[src/rtl/cameralink_pkg.sv]
// Shared types and constants for the CameraLink frame capture sequencer.
// Latency: n/a (declarations only).
// Backpressure: n/a. Buffer entries are laid out as {sof, eof, data}.
package cameralink_pkg;

  localparam int DATA_W_DEF = 48;  // 4 px x 12 b per PHY word
  localparam int CNT_W_DEF  = 24;  // frame word counter width
  localparam int FLAG_W     = 2;   // sof + eof bits above the pixel data

  typedef enum logic [1:0] {
    ST_IDLE,
    ST_ARMED,
    ST_CAPTURE,
    ST_DRAIN
  } cap_state_t;

  // Upper bits of a buffer entry: {sof, eof}
  function automatic logic [FLAG_W-1:0] entry_flags(input logic sof, input logic eof);
    return {sof, eof};
  endfunction

endpackage

[src/rtl/cameralink_capture_ctrl_if.sv]
// Ready/valid pixel-word stream with frame markers (tuser = SOF, tlast = EOF).
// Latency: n/a (wires only).
// Backpressure: source holds tdata/tuser/tlast stable while tvalid && !tready.
interface cameralink_capture_ctrl_if
  import cameralink_pkg::*;
#(
  parameter int DATA_W = DATA_W_DEF
) ();
  logic [DATA_W-1:0] tdata;
  logic              tvalid;
  logic              tready;
  logic              tuser;
  logic              tlast;

  modport master (output tdata, output tvalid, output tuser, output tlast, input tready);
  modport slave  (input tdata, input tvalid, input tuser, input tlast, output tready);
endinterface

[src/rtl/cl_sync_fifo.sv]
// Single-clock first-word-fall-through FIFO with synchronous flush.
// Latency: a written word is visible on rd_dat the cycle after the write.
// Backpressure: write while full is refused unless a read happens in the same cycle.
// Ports: clk/rst_n (sync, active-low), flush, wr_en/wr_dat/full, rd_en/rd_dat/empty.
module cl_sync_fifo
  import cameralink_pkg::*;
#(
  parameter int WIDTH = DATA_W_DEF + FLAG_W,
  parameter int DEPTH = 8
) (
  input  logic             clk,
  input  logic             rst_n,
  input  logic             flush,
  input  logic             wr_en,
  input  logic [WIDTH-1:0] wr_dat,
  output logic             full,
  input  logic             rd_en,
  output logic [WIDTH-1:0] rd_dat,
  output logic             empty
);
  localparam int AW = (DEPTH > 1) ? $clog2(DEPTH) : 1;

  logic [WIDTH-1:0] mem [DEPTH];
  logic [AW-1:0]    wr_ptr;
  logic [AW-1:0]    rd_ptr;
  logic [AW:0]      count;
  logic             wr_ok;
  logic             rd_ok;

  assign full  = (count == (AW+1)'(DEPTH));
  assign empty = (count == '0);
  assign rd_ok = rd_en && !empty && !flush;
  // A full buffer still takes a write when the head leaves in the same cycle.
  assign wr_ok = wr_en && (!full || rd_ok) && !flush;
  // Zero when empty so the stream outputs read 0 out of reset.
  assign rd_dat = empty ? '0 : mem[rd_ptr];

  always_ff @(posedge clk) begin
    if (wr_ok) mem[wr_ptr] <= wr_dat;
  end

  always_ff @(posedge clk) begin
    if (!rst_n || flush) begin
      wr_ptr <= '0;
      rd_ptr <= '0;
      count  <= '0;
    end else begin
      if (wr_ok) wr_ptr <= wr_ptr + AW'(1);
      if (rd_ok) rd_ptr <= rd_ptr + AW'(1);
      count <= count + (AW+1)'(wr_ok) - (AW+1)'(rd_ok);
    end
  end
endmodule

[src/rtl/cameralink_capture_ctrl.sv]
// Frame capture sequencer: arms on command, aligns to PHY frame start, frames
// cfg_frame_words words onto a ready/valid stream with SOF/EOF, counts frames and
// flags short/long/overflow errors. Latency: pix word on m.tdata 1 cycle later when
// the buffer is empty. Backpressure: none upstream; full buffer drops and flags.
// Ports: sys_clk/sys_rst_n, pix_* (PHY side), cfg_*, ctrl_*, m (stream master),
// busy/frame_done/frame_count/err_* status.
module cameralink_capture_ctrl
  import cameralink_pkg::*;
#(
  parameter int DATA_W     = DATA_W_DEF,
  parameter int FIFO_DEPTH = 8,
  parameter int CNT_W      = CNT_W_DEF
) (
  input  logic              sys_clk,
  input  logic              sys_rst_n,
  input  logic [DATA_W-1:0] pix_data,
  input  logic              pix_vld,
  input  logic              pix_new_frame,
  input  logic [CNT_W-1:0]  cfg_frame_words,
  input  logic              cfg_continuous,
  input  logic              ctrl_start,
  input  logic              ctrl_stop,
  input  logic              ctrl_abort,
  input  logic              ctrl_clr_err,
  cameralink_capture_ctrl_if.master m,
  output logic              busy,
  output logic              frame_done,
  output logic [15:0]       frame_count,
  output logic              err_short,
  output logic              err_long,
  output logic              err_overflow
);
  cap_state_t       state;
  cap_state_t       rearm_state;
  logic [CNT_W-1:0] word_cnt;
  logic [CNT_W-1:0] frame_words;
  logic [CNT_W-1:0] cur_cnt;
  logic [CNT_W-1:0] cur_words;
  logic             stop_pending;
  logic             post_frame;
  logic             act;
  logic             start_frame;
  logic             take;
  logic             is_eof;
  logic             pop;
  logic             push;
  logic             eof_hs;
  logic             short_set;
  logic             long_set;
  logic             ovf_set;
  logic             fifo_full;
  logic             fifo_empty;
  logic [DATA_W+FLAG_W-1:0] fifo_rd;

  always_comb begin
    // Abort, or a stop while armed, suppresses any capture this cycle.
    act         = !ctrl_abort && !((state == ST_ARMED) && ctrl_stop);
    start_frame = act && pix_new_frame && ((state == ST_ARMED) || (state == ST_CAPTURE));
    // A frame start restarts counting this very cycle so a same-cycle word is word 0.
    cur_words   = start_frame ? cfg_frame_words : frame_words;
    cur_cnt     = start_frame ? '0 : word_cnt;
    is_eof      = (cur_cnt == cur_words - CNT_W'(1));
    take        = act && pix_vld && (start_frame || (state == ST_CAPTURE));
    pop         = m.tvalid && m.tready;
    push        = take && (!fifo_full || pop);
    ovf_set     = take && fifo_full && !pop;
    eof_hs      = pop && m.tlast;
    short_set   = act && pix_new_frame && (state == ST_CAPTURE);
    long_set    = pix_vld && post_frame && !pix_new_frame;
    rearm_state = (cfg_continuous && !stop_pending && !ctrl_stop) ? ST_ARMED : ST_IDLE;
  end

  cl_sync_fifo #(
    .WIDTH (DATA_W + FLAG_W),
    .DEPTH (FIFO_DEPTH)
  ) u_fifo (
    .clk    (sys_clk),
    .rst_n  (sys_rst_n),
    .flush  (ctrl_abort),
    .wr_en  (push),
    .wr_dat ({entry_flags(cur_cnt == '0, is_eof), pix_data}),
    .full   (fifo_full),
    .rd_en  (pop),
    .rd_dat (fifo_rd),
    .empty  (fifo_empty)
  );

  assign m.tvalid                  = !fifo_empty;
  assign {m.tuser, m.tlast, m.tdata} = fifo_rd;
  assign busy                      = (state != ST_IDLE);

  always_ff @(posedge sys_clk) begin
    if (!sys_rst_n) begin
      state        <= ST_IDLE;
      word_cnt     <= '0;
      frame_words  <= '0;
      stop_pending <= 1'b0;
      post_frame   <= 1'b0;
      frame_done   <= 1'b0;
      frame_count  <= '0;
      err_short    <= 1'b0;
      err_long     <= 1'b0;
      err_overflow <= 1'b0;
    end else begin
      frame_done   <= 1'b0;
      // Clear then set: a new error in the clear cycle survives.
      err_short    <= (err_short    & ~ctrl_clr_err) | short_set;
      err_long     <= (err_long     & ~ctrl_clr_err) | long_set;
      err_overflow <= (err_overflow & ~ctrl_clr_err) | ovf_set;

      // post_frame also covers a dropped eof so framing stays aligned.
      if (take && is_eof)     post_frame <= 1'b1;
      else if (pix_new_frame) post_frame <= 1'b0;

      if (start_frame) frame_words <= cfg_frame_words;
      if (take)             word_cnt <= cur_cnt + CNT_W'(1);
      else if (start_frame) word_cnt <= '0;

      if (ctrl_abort) begin
        state        <= ST_IDLE;
        stop_pending <= 1'b0;
      end else begin
        case (state)
          ST_IDLE: begin
            if (ctrl_start && !ctrl_stop) state <= ST_ARMED;
          end
          ST_ARMED, ST_CAPTURE: begin
            if ((state == ST_ARMED) && ctrl_stop) begin
              state <= ST_IDLE;
            end else begin
              if (ctrl_stop) stop_pending <= 1'b1;
              if (take && is_eof) begin
                if (push) begin
                  state <= ST_DRAIN;
                end else begin
                  // eof lost to overflow: nothing left to drain for this frame
                  state <= rearm_state;
                  if (rearm_state == ST_IDLE) stop_pending <= 1'b0;
                end
              end else if (start_frame) begin
                state <= ST_CAPTURE;
              end
            end
          end
          ST_DRAIN: begin
            if (ctrl_stop) stop_pending <= 1'b1;
            if (eof_hs) begin
              state       <= rearm_state;
              frame_done  <= 1'b1;
              frame_count <= frame_count + 16'd1;
              if (rearm_state == ST_IDLE) stop_pending <= 1'b0;
            end
          end
          default: state <= ST_IDLE;
        endcase
      end
    end
  end
endmodule

[src/flat_wrapper.sv]
// flat-port wrapper written by rule: the top's interface ports become plain ports
module cameralink_capture_ctrl_flat import cameralink_pkg::*;
#(
  parameter int DATA_W     = DATA_W_DEF,
  parameter int FIFO_DEPTH = 8,
  parameter int CNT_W      = CNT_W_DEF
)
  (sys_clk, sys_rst_n, pix_data, pix_vld, pix_new_frame, cfg_frame_words, cfg_continuous, ctrl_start, ctrl_stop, ctrl_abort, ctrl_clr_err, busy, frame_done, frame_count, err_short, err_long, err_overflow, m_tdata, m_tvalid, m_tuser, m_tlast, m_tready);
  cameralink_capture_ctrl_if #(.DATA_W(DATA_W)) m_i ();
  input  logic sys_clk;
  input  logic sys_rst_n;
  input  logic [DATA_W-1:0] pix_data;
  input  logic pix_vld;
  input  logic pix_new_frame;
  input  logic [CNT_W-1:0] cfg_frame_words;
  input  logic cfg_continuous;
  input  logic ctrl_start;
  input  logic ctrl_stop;
  input  logic ctrl_abort;
  input  logic ctrl_clr_err;
  output logic busy;
  output logic frame_done;
  output logic [15:0] frame_count;
  output logic err_short;
  output logic err_long;
  output logic err_overflow;
  output wire logic [$bits(m_i.tdata)-1:0] m_tdata;
  output wire logic [$bits(m_i.tvalid)-1:0] m_tvalid;
  output wire logic [$bits(m_i.tuser)-1:0] m_tuser;
  output wire logic [$bits(m_i.tlast)-1:0] m_tlast;
  input wire logic [$bits(m_i.tready)-1:0] m_tready;
  assign m_tdata = m_i.tdata;
  assign m_tvalid = m_i.tvalid;
  assign m_tuser = m_i.tuser;
  assign m_tlast = m_i.tlast;
  assign m_i.tready = m_tready;
  cameralink_capture_ctrl #(.DATA_W(DATA_W), .FIFO_DEPTH(FIFO_DEPTH), .CNT_W(CNT_W)) u_core (.sys_clk(sys_clk), .sys_rst_n(sys_rst_n), .pix_data(pix_data), .pix_vld(pix_vld), .pix_new_frame(pix_new_frame), .cfg_frame_words(cfg_frame_words), .cfg_continuous(cfg_continuous), .ctrl_start(ctrl_start), .ctrl_stop(ctrl_stop), .ctrl_abort(ctrl_abort), .ctrl_clr_err(ctrl_clr_err), .m(m_i), .busy(busy), .frame_done(frame_done), .frame_count(frame_count), .err_short(err_short), .err_long(err_long), .err_overflow(err_overflow));
endmodule
[config.mk]
export PLATFORM = sky130hd
export DESIGN_NAME = cameralink_capture_ctrl_flat
export DESIGN_NICKNAME = d
export VERILOG_FILES = /design/src/rtl/cameralink_pkg.sv /design/src/rtl/cameralink_capture_ctrl_if.sv /design/src/rtl/cl_sync_fifo.sv /design/src/rtl/cameralink_capture_ctrl.sv /design/src/flat_wrapper.sv
export SDC_FILE = /design/constraint.sdc
export NUM_CORES = 1
export LEC_CHECK = 0
export CAP_MARGIN = 20
export CORE_UTILIZATION = 24
export DETAILED_ROUTE_END_ITERATION = 12
export PLACE_DENSITY = 0.44
export REMOVE_ABC_BUFFERS = 1
export SYNTH_ARGS = -nofsm -noshare
export SYNTH_HDL_FRONTEND = slang
export SYNTH_SLANG_ARGS = --single-unit
[constraint.sdc]
create_clock -name sys_clk -period 10.5 [get_ports sys_clk]
set_input_delay 3.15 -clock sys_clk [delete_from_list [all_inputs] [get_ports sys_clk]]
set_output_delay 3.15 -clock sys_clk [all_outputs]
set_load 0.01 [all_outputs]
# Yosys cells after proc, flatten, opt, wreduce, memory -nomap -nowiden
# Memories as Yosys holds them, arrays and structs flattened. A register that Yosys moved wholly into a read port is not among the register bits.
# Index checks and enable logic that the tools add are counted.
[word_totals] ramBits=400 n_memories=1 inputBits=82 out_inout_bits=72 reg_bits=82
[op_classes] n_eq_ne=9 add_sub_neg=7 reduce_logical=49 muxes=26 bitwise_logic=10
[mem_list] name="u_core.u_fifo.mem" words=8 width=50 rd=1 rd_clocked_by_memory_dff=1 write_ports=1 line_no="cl_sync_fifo.sv:23" text="logic [WIDTH-1:0] mem [DEPTH];"
[ops] op="$mux 24" count=3
[ops] op="$mux 50" count=1
[ops] op="$add 24x1->24 const B" count=1
[ops] op="$eq 24x24->1" count=1
[ops] op="$logic_not 24->1" count=1
[ops] op="$sub 24x1->24 const B" count=1
[ops] op="$logic_and 1x1->1" count=22
[ops] op="$add 16x1->16 const B" count=1
[ops] op="$mux 1" count=12
[ops] op="$mux 2" count=6
[ops] op="$logic_not 1->1" count=9
[ops] op="$add 3x1->3 const B" count=2
[ops] op="$mux 3" count=2
[ops] op="$pmux 2 s3" count=1
[ops] op="$reduce_and 3->1" count=2
[ops] op="$reduce_bool 2->1" count=3
[ops] op="$logic_or 1x1->1" count=5
[ops] op="$add 4x1->4" count=1
[ops] op="$eq 2x2->1 const B" count=2
[ops] op="$eq 4x4->1 const B" count=1
[ops] op="$logic_not 2->1" count=2
[ops] op="$logic_not 4->1" count=1
[ops] op="$ne 2x1->1 const B" count=2
[ops] op="$ne 4x1->1 const B" count=1
[ops] op="other kinds (10)" count=18

# Depth between registers and ports, before layout
# Gate-level depths: netlist (run 1).
[depth] word_depth=13 mapped_depth=19

# Cells and area by module
# From an unflattened synthesis (run 1), not the netlist that was laid out.
[hier_totals] hier_cells=1267 hier_area_um2=20667.3
[by_module_without_submodules] mod="cl_sync_fifo" seq_area_each_um2=12271.8 area_per_inst_um2=15753.9 n_inst=1 cells_each=671
[by_module_without_submodules] mod="cameralink_capture_ctrl" seq_area_each_um2=1441.4 area_per_inst_um2=4913.5 n_inst=1 cells_each=596

# Worst setup path before layout (run 1)
# No wires, ideal clock.
[synth_path] path_type="input -> register" from="in ctrl_stop" to="mem u_core.u_fifo.mem[2][0] (netlist bit) (enable)" stages=7 arrival_ns=9.505 n_path_buf=2 setup_ns=0.599 setup_slack_ns=0.396 required_time_ns=9.901 cell_sequence="a21oi_2 and3_1 clkbuf_1 and2_1 clkbuf_1 inv_1 nor4b_1"
[synth_between] elab_chain_cells=12
[synth_lines] element="from (decl)" line_no="flat_wrapper.sv:18" text="input logic ctrl_stop;"
[synth_lines] element="$logic_and 1x1->1 (*)" line_no="cameralink_capture_ctrl.sv:57" text="act = !ctrl_abort && !((state == ST_ARMED) && ctrl_stop);"
[synth_lines] element="$logic_not 1->1 (*)" line_no="cameralink_capture_ctrl.sv:57"
[synth_lines] element="$logic_and 1x1->1 (*)" line_no="cameralink_capture_ctrl.sv:57"
[synth_lines] element="$logic_and 1x1->1 (2 in a row)" line_no="cameralink_capture_ctrl.sv:58" text="start_frame = act && pix_new_frame && ((state == ST_ARMED) || (state == ST_CAPTURE));"
[synth_lines] element="$logic_or 1x1->1" line_no="cameralink_capture_ctrl.sv:63" text="take = act && pix_vld && (start_frame || (state == ST_CAPTURE));"
[synth_lines] element="$logic_and 1x1->1 (*)" line_no="cameralink_capture_ctrl.sv:63"
[synth_lines] element="$logic_and 1x1->1 (*)" line_no="cameralink_capture_ctrl.sv:65" text="push = take && (!fifo_full || pop);"
[synth_lines] element="$logic_and 1x1->1 (*) (2 in a row)" line_no="cl_sync_fifo.sv:34" text="assign wr_ok = wr_en && (!full || rd_ok) && !flush;"
[synth_lines] element="$mux 1 (*)" line_no="cl_sync_fifo.sv:39" text="if (wr_ok) mem[wr_ptr] <= wr_dat;"
[synth_lines] element="$mux 1 (not written as such) (*)" line_no="cl_sync_fifo.sv:39"
[synth_lines] element="to (decl)" line_no="cl_sync_fifo.sv:23"
# Every way passes the cells marked *; elsewhere a longest branch is shown, timed or not.

# Worst setup path after layout (run 1)
[layout_path] from="in ctrl_stop" to="mem u_core.u_fifo.mem[4][48] (netlist bit), data pin"
[layout_between] elab_chain_cells=8
[layout_lines] element="$logic_and 1x1->1 (*)" line_no="cameralink_capture_ctrl.sv:57"
[layout_lines] element="$logic_not 1->1 (*)" line_no="cameralink_capture_ctrl.sv:57"
[layout_lines] element="$logic_and 1x1->1 (*)" line_no="cameralink_capture_ctrl.sv:57"
[layout_lines] element="$logic_and 1x1->1 (*) (2 in a row)" line_no="cameralink_capture_ctrl.sv:58"
[layout_lines] element="$mux 24" line_no="cameralink_capture_ctrl.sv:60" text="cur_words = start_frame ? cfg_frame_words : frame_words;"
[layout_lines] element="$sub 24x1->24" line_no="cameralink_capture_ctrl.sv:62" text="is_eof = (cur_cnt == cur_words - CNT_W'(1));"
[layout_lines] element="$eq 24x24->1 (*)" line_no="cameralink_capture_ctrl.sv:62"
[layout_lines] element="net u_core.is_eof" line_no="cameralink_capture_ctrl.sv:44" text="logic is_eof;"
# Mark *: on every way through the listed nets, which the timed path passes. The rest lies on a longest branch.

==> results of run 1 <==
worst max path at each step:
stage | endpoint | slack (ps) | depth (start not counted)
6_report | u_core.u_fifo.mem[4][48] | 2890 | 13
5_1_grt | u_core.u_fifo.mem[4][48] | 2440 | 13
4_1_cts | u_core.u_fifo.mem[4][48] | 2940 | 13
3_5_place_dp | u_core.u_fifo.mem[1][48] | 2300 | 13
3_3_place_gp | u_core.u_fifo.mem[2][48] | 2420 | 13
2_1_floorplan | u_core.u_fifo.mem[2][0] | 600 | 5
per-stage QoR:
stage	setup WS (ps)	total power (W)	util, %
2_1_floorplan	602.1	0.002177	-
3_3_place_gp	2423	0.002254	27.85
3_5_place_dp	2302	0.002255	27.85
4_1_cts	2942	0.004167	29.97
5_1_grt	2437	0.004251	29.97
6_report	2892	0.004094	29.97
critical path, stage by stage:
cell             delay [ps]
clkdlybuf4s50_1         510
a21oi_2                 360
nand3_2                 570
mux2i_1                 420
ha_1                    260
or3b_2                  500
nor3_1                  580
nand2_1                 140
xnor2_1                 150
o31a_1                  260
or4_1                   520
nor2_1                  130
and3_1                  390
cell families after synthesis:
kind of cell	count (synthesis)	synth area share [%]
AOI/OAI and AO/OA	91	3.217
xor gates and xnor gates	80	3.412
and+or+nand+nor	384	9.358
DFF	485	66.77
muxes	168	14.37
buffers and inverters	88	1.803
adders and majority gates	17	1.072
layout make-up:
cell class | instances | area share (%)
Inverter | 23 | 0.3420
Sequential cell | 485 | 54.37
Tap cell | 1134 | 5.621
Multi-Input combinational cell | 740 | 25.75
Clock buffer | 72 | 5.874
Antenna cell | 1 | 0.009914
Timing Repair Buffer | 179 | 6.841
Clock inverter | 33 | 1.185
per-layer routing:
| metal | part of all wire (%) | up-vias | GRT usage (%) |
|---|---|---|---|
| li1 | - | 5397 | - |
| met1 | 45 | 5996 | 15.75 |
| met2 | 48 | 252 | 20.29 |
| met3 | 5.2 | 66 | 2.677 |
| met4 | 1.7 | 4 | 2.757 |
| met5 | 0.060 | - | 0 |
flip-flops by register name, indices dropped and copies added, names as in the netlist, 2 cells and up, named ones only:
signal                count
u_core.state              2
u_core.word_cnt          24
u_core.u_fifo.wr_ptr      3
u_core.frame_count       16
u_core.u_fifo.count       4
u_core.u_fifo.mem       400
u_core.u_fifo.rd_ptr      3
u_core.frame_words       24
cell usage after synthesis (17+ instances only):
cell,instances,area (um2)
a21boi_0,25,187.7
and2_1,27,168.9
clkbuf_1,39,146.4
dfxtp_1,85,1702
edfxtp_1,400,12010
inv_1,23,86.33
mux2i_1,59,590.6
mux4_2,100,2252
nand2_1,88,330.3
nand3_1,24,120.1
nand4_1,17,106.4
nor2_1,108,405.4
nor3_1,30,150.1
xnor2_1,42,367.9
xor2_1,38,332.8
where the power goes:
part	total (W)	internal, W	switching [W]
clock	0.00188	0.00110	0.000780
combinational	0.000132	0.0000579	0.0000736
sequential	0.00208	0.00208	0.00000257
total	0.00409	0.00324	0.000856
==> impl_metrics.py, run 1 <==
metrics = {
    "outcome": {
        "status": "complete, no violations",
    },
    "sta": {
        "finalSetupViolations": 0,
        "finalClockSkew_ps": 18.32,
        "fin_crit_sh_pct": 72.45,
        "tns_ps": 0,
        "hold_viol": 0,
        "worstMarginPinSlew_ps": 1096,
        "holdWs_ps": 482.2,
        "maxSlewViolCount": 0,
        "fmax_ghz": 0.1314,
        "rsz0062_at_grt": "no",
        "period_needed_ps": 7608,
        "maxSlewHeadroom_pct": 26.77,
    },
    "die": {
        "die_w_um": 294.5,
        "core_um2": 84220,
        "die_y_um": 294.5,
        "start_util_pct": 24.39,
        "dieArea_um2": 86750,
        "rows": 106,
        "ios": 154,
    },
    "pwr": {
        "leakage_nw": 7.857,
        "p_per_area_nw_per_um2": 162.2,
        "peakVddDrop_mv": 0.1145,
    },
    "final_layout": {
        "layout_commonest_cell": "edfxtp_1",
        "ff_latch_area_um2": 13720,
        "drive_above_1_share_pct": 15.93,
        "fillers": 8430,
        "multi_input_area_um2": 6500,
        "final_net_count": 1585,
        "final_area_um2": 25240,
        "final_cell_mix": "400 x edfxtp_1, 153 x clkdlybuf4s50_1, 107 x nor2_1",
        "fin_cells": 2667,
        "syn_to_final_growth_pct": 22.90,
    },
    "critical_path": {
        "required_ps": 10870,
        "start_kind": "input pin",
        "r2r_end": "u_core.u_fifo.mem[4][48]",
        "reg2reg_slack_ps": 5270,
        "endpoint_kind": "flop",
        "critPathKind": "input pin to flop",
        "timing.rr.start": "u_core.state[1]",
        "reg2reg_depth": 14,
        "startpoint": "ctrl_stop",
        "arrival_ps": 7980,
        "critPathMaxFanout": 27,
    },
    "detailed_routing": {
        "drcViolationCount": 0,
        "ant_nets": 0,
        "vias_per_cell": 4.393,
        "dr.pass1.iters": 5,
        "num_vias": 11720,
        "drt_iter0_drc": 472,
        "postRouteWirelength_um": 52050,
        "routedWlPerCell_um": 19.52,
    },
    "clocking": {
        "cts_setup_buffers": 0,
        "ctsHoldBuffers": 0,
        "clkTransAtPathRegs_ps": 60,
        "insertion_delay_ps": 600,
        "cts_buffers": 57,
        "cts_buffer_depth": 3,
        "cts_resized": 0,
        "root_buffer": "clkbuf_16",
        "cts_sinks": 485,
        "cts_tree": "done",
        "htreeDepth": 2,
    },
    "min_path": {
        "hold_path_depth": 2,
        "hp-start": "u_core.frame_words[23]",
        "min_path_type": "flop to flop",
        "hold_end": "u_core.frame_words[23]",
    },
    "logic_synthesis": {
        "synth-edff-count": 400,
        "syn_avg_cell_area_um2": 15.64,
        "synthFlopType": "edfxtp_1",
        "ys_ff_latch": 485,
        "synthArstFlopShare_pct": 0,
        "yosysWarningCount": 0,
        "ys_types": 72,
        "syn-cell-area_um2": 20540,
        "postSynthCellCount": 1313,
        "ys_seq_area_share_pct": 66.77,
    },
    "global_route": {
        "grt_pass1_vias": 12420,
        "track_usage_pct": 12.07,
        "overflow": 0,
        "antenna_found_initial": 3,
        "grt_max_degree": 64,
        "grt_pass1_wl_um": 78890,
    },
    "flow_run": {
        "drv_cap": 0,
    },
    "place": {
        "post-place-cells": 2561,
        "hpwl_um": 32200,
        "place_area_um2": 23460,
        "port_buffers": 153,
        "gp_congestion": 0.8025,
    },
}
Power figures use the tool's default switching activity.
==> run 2: changes to the inputs <==
Settings changed: PLACE_DENSITY 0.44 to 0.42.
Clock period 10.5 ns to 7.01 ns, I/O delays scaled along.
==> impl_metrics.py, run 2 (synthesis gave the netlist of run 1 again) <==
metrics = {
    "critical_path": {
        "reg2reg_slack_ps": 2390,
        "arrival_ps": 6310,
        "critPathMaxFanout": 8,
        "endpoint_kind": "flop",
        "start_kind": "input pin",
        "critPathKind": "input pin to flop",
        "required_ps": 7370,
    },
    "pwr": {
        "p_per_area_nw_per_um2": 254.6,
        "leakage_nw": 8.002,
        "design_power_total_w": 0.006507,
        "peakVddDrop_mv": 0.1728,
    },
    "detailed_routing": {
        "ant_nets": 0,
        "vias_per_cell": 4.404,
        "routed.top_layer": "met5",
        "routedWlPerCell_um": 19.99,
        "wl_met3_um": 2899,
        "wl_met1_um": 25100,
        "drcViolationCount": 0,
        "dr.pass1.iters": 5,
        "num_vias": 11760,
        "wl_met2_um": 24230,
        "postRouteWirelength_um": 53370,
        "drt_iter0_drc": 639,
    },
    "flow_run": {
        "drv_cap": 0,
    },
    "clocking": {
        "cts_sinks": 485,
        "cts_tree": "done",
        "insertion_delay_ps": 630,
        "cts_buffers": 57,
        "cts_buffer_depth": 3,
        "ctsHoldBuffers": 0,
        "root_buffer": "clkbuf_16",
        "cts_setup_buffers": 0,
        "htreeDepth": 2,
        "cts_resized": 0,
        "clkTransAtPathRegs_ps": 50,
    },
    "sta": {
        "period_needed_ps": 5945,
        "maxSlewHeadroom_pct": 30.95,
        "finalClockSkew_ps": 42.82,
        "tns_ps": 0,
        "worstMarginPinSlew_ps": 1036,
        "maxSlewViolCount": 0,
        "hold_viol": 0,
        "fin_crit_sh_pct": 84.81,
        "fmax_ghz": 0.1682,
        "rsz0062_at_grt": "no",
        "setup_slack_ps": 1065,
        "finalSetupViolations": 0,
    },
    "place": {
        "place_area_um2": 23510,
        "place_ws_ps": 504.2,
        "hpwl_um": 31330,
        "gp_congestion": 0.8176,
        "port_buffers": 153,
    },
    "global_route": {
        "track_usage_pct": 12.20,
        "grt_pass1_wl_um": 79370,
        "grt_pass1_vias": 12320,
        "antenna_found_initial": 7,
        "grt_max_degree": 70,
        "overflow": 0,
    },
    "final_layout": {
        "top_register": "u_core.u_fifo.mem",
        "layout_commonest_cell": "edfxtp_1",
        "largest_reg_flops": 400,
        "final_area_um2": 25560,
        "final_cell_mix": "400 x edfxtp_1, 153 x clkdlybuf4s50_1, 107 x nor2_1",
        "top_regs": "u_core.u_fifo.mem (400), u_core.frame_words (24), u_core.word_cnt (24)",
        "final_core_util_pct": 30.35,
        "final_net_count": 1586,
        "n_antenna_cell": 0,
        "syn_to_final_growth_pct": 24.45,
        "drive_above_1_share_pct": 16.99,
    },
    "die": {
        "ios": 154,
        "dieArea_um2": 86750,
        "die_w_um": 294.5,
        "start_util_pct": 24.39,
        "core_um2": 84220,
        "die_y_um": 294.5,
        "rows": 106,
    },
    "outcome": {
        "status": "complete, no violations",
    },
    "min_path": {
        "min_path_type": "flop to flop",
    },
}
## run 2: changes by cell type in the layout (fill, tap and decap cells not counted), sizes merged
cell / change
clkbuf: -12
bufinv: +8
clkinv: +7
clkinvlp: +2
inv: -2
buf: +1
diode: -1
## run 2: through the flow
| step | hold slack, ps | instances |
|---|---|---|
| after CTS | 479.9 | 2670 |
| final | 473.5 | 2670 |
| after global routing | 509.7 | 2670 |
| after detailed placement | 471.1 | 2562 |
| after floorplan | 449.9 | 1248 |
| after global placement | 473.4 | 2562 |
## run 2: final cells by class
cell class,instances,area [um2]
Clock buffer,60,1459
Clock inverter,48,585.6
Fill cell,8410,58660
Inverter,23,86.33
Multi-Input combinational cell,740,6500
Sequential cell,485,13720
Tap cell,1134,1419
Timing Repair Buffer,180,1784
## run 2: worst max-delay path, cell delays in order
cell	delay, ps
clkdlybuf4s50_1	510
a21oi_2	370
nand3_2	170
mux2i_1	240
ha_1	250
or3b_2	500
nor3_1	570
nand2_1	150
xnor2_1	150
o31a_1	250
or4_1	520
nor2_1	130
and3_1	380
## run 2: where the power goes
group / internal [W] / switching [W] / leakage, nW
Combinational: 0.0000877 / 0.000110 / 2.71
Sequential: 0.00312 / 0.00000348 / 4.30
Clock: 0.00195 / 0.00123 / 0.994
Total: 0.00516 / 0.00135 / 8.00
## run 2: path summary, 6_finish.rpt
kind,startpoint,cells past startpoint,to
min reg2reg,u_core.u_fifo.rd_ptr[1],2,flop
max,ctrl_stop,13,u_core.u_fifo.mem[5][48]
min,u_core.u_fifo.rd_ptr[1],2,flop
max reg2reg,u_core.state[1],14,u_core.u_fifo.mem[5][48]
## run 2: metal layers
metal  track usage (%)  up-vias
met2             19.27      254
met3             2.798       87
li1                  -     5405
met5                 0        -
met4             3.112       14
met1             16.78     5999
==> run 3: changes to the inputs <==
Settings changed: PLACE_DENSITY 0.42 to 0.44.
Clock period 7.01 ns to 5.3 ns, I/O delays scaled along.
==> impl_metrics.py, run 3 (synthesis gave the netlist of run 1 again) <==
metrics = {
    "outcome": {
        "status": "complete, no violations",
    },
    "global_route": {
        "antenna_found_initial": 3,
        "grt_max_degree": 70,
        "overflow": 0,
        "grt_busiest_layer": "met2",
        "use_met1_pct": 16.25,
        "grt_use_met3_pct": 2.609,
        "grt_pass1_wl_um": 79210,
        "grt_pass1_vias": 12340,
        "gr-usage-met2_pct": 20.10,
        "track_usage_pct": 12.19,
    },
    "final_layout": {
        "layout_commonest_cell": "edfxtp_1",
        "syn_to_final_growth_pct": 24.41,
        "top_register": "u_core.u_fifo.mem",
        "final_net_count": 1610,
        "final_cell_mix": "400 x edfxtp_1, 153 x clkdlybuf4s50_1, 107 x nor2_1",
        "top_regs": "u_core.u_fifo.mem (400), u_core.frame_words (24), u_core.word_cnt (24)",
        "drive_above_1_share_pct": 17.33,
        "largest_reg_flops": 400,
        "final_core_util_pct": 30.34,
    },
    "die": {
        "core_um2": 84220,
        "ios": 154,
        "die_w_um": 294.5,
        "rows": 106,
        "die_y_um": 294.5,
        "start_util_pct": 24.39,
        "dieArea_um2": 86750,
    },
    "sta": {
        "maxSlewHeadroom_pct": 49.51,
        "finalSetupViolations": 0,
        "rsz0062_at_grt": "no",
        "finalClockSkew_ps": 39.78,
        "hold_viol": 0,
        "maxSlewViolCount": 0,
        "tns_ps": 0,
        "fin_crit_sh_pct": 90.73,
        "fmax_ghz": 0.2079,
        "period_needed_ps": 4809,
        "worstMarginPinSlew_ps": 757.3,
    },
    "detailed_routing": {
        "postRouteWirelength_um": 52980,
        "drt_iter0_drc": 799,
        "num_vias": 11930,
        "routedWlPerCell_um": 19.72,
        "drcViolationCount": 0,
        "vias_per_cell": 4.441,
        "dr.pass1.iters": 5,
        "ant_nets": 0,
    },
    "min_path": {
        "min_path_type": "flop to flop",
        "hp-start": "u_core.u_fifo.rd_ptr[1]",
        "hold_path_depth": 2,
    },
    "critical_path": {
        "start_kind": "flop",
        "reg2reg_depth": 14,
        "arrival_ps": 3220,
        "r2r_end": "u_core.u_fifo.mem[7][48]",
        "required_ps": 3710,
        "reg2reg_slack_ps": 1200,
        "timing.rr.start": "u_core.state[0]",
        "critPathKind": "flop to primary output",
        "endpoint_kind": "primary output",
        "critPathMaxFanout": 27,
    },
    "clocking": {
        "root_buffer": "clkbuf_16",
        "cts_buffer_depth": 3,
        "ctsHoldBuffers": 0,
        "insertion_delay_ps": 630,
        "cts_tree": "done",
        "cts_buffers": 57,
        "htreeDepth": 2,
        "cts_sinks": 485,
        "clkTransAtPathRegs_ps": 60,
        "cts_resized": 0,
        "cts_setup_buffers": 0,
    },
    "place": {
        "port_buffers": 153,
        "gp_congestion": 0.8343,
        "hpwl_um": 31630,
    },
    "pwr": {
        "peakVddDrop_mv": 0.2618,
        "leakage_nw": 7.994,
        "p_per_area_nw_per_um2": 314.0,
    },
    "flow_run": {
        "drv_cap": 0,
    },
}
==> run 3: where the power goes <==
group          internal [W]  switching, W
Sequential          0.00412    0.00000502
Clock               0.00203       0.00159
Combinational      0.000125      0.000149
Total               0.00628       0.00174
==> run 3: worst max-delay path: stages, from the launching register on <==
cell	delay [ps]
dfxtp_4	760
buf_4	480
mux4_2	550
mux2i_1	250
nor2_1	70
clkdlybuf4s50_1	480
==> run 3: layout make-up <==
type | instances | area, um2
Fill cell | 8355 | 58670
Sequential cell | 485 | 13720
Multi-Input combinational cell | 740 | 6500
Timing Repair Buffer | 204 | 2077
Clock buffer | 68 | 1468
Tap cell | 1134 | 1419
Clock inverter | 32 | 272.8
Inverter | 23 | 86.33
Antenna cell | 1 | 2.502
==> run 3: how the worst max path moves through the flow <==
stage                     startpoint                       end  slack, ps  cells after the start
after CTS                       flop               m_tdata[37]        360                      5
after detailed placement   ctrl_stop           u_core.state[1]        -30                     14
after floorplan            ctrl_stop   u_core.u_fifo.mem[2][0]      -3040                      5
after global routing            flop               m_tdata[37]        260                      5
final                           flop               m_tdata[37]        490                      5
after global placement     ctrl_stop  u_core.u_fifo.mem[2][48]         -5                     14
==> run 3: metrics by stage <==
step | setup WS (ps) | cells | hold WS (ps) | total power (W) | instance area, um2
floorplan | -3038 | 1248 | 449.9 | 0.004313 | 20250
global placement | -5.356 | 2586 | 461.2 | 0.004477 | 23810
detailed placement | -32.02 | 2586 | 462.0 | 0.004481 | 23810
CTS | 355.5 | 2686 | 471.1 | 0.008168 | 25550
global route | 264.9 | 2686 | 511.6 | 0.008318 | 25550
finish | 491.1 | 2687 | 471.9 | 0.008023 | 25550
==> run 3: per-layer routing <==
metal  vias to the layer above  wire [um]
met3                        76       2992
li1                       5449          -
met1                      6084      23920
met4                         4        936
met5                         -         26
met2                       320      25100
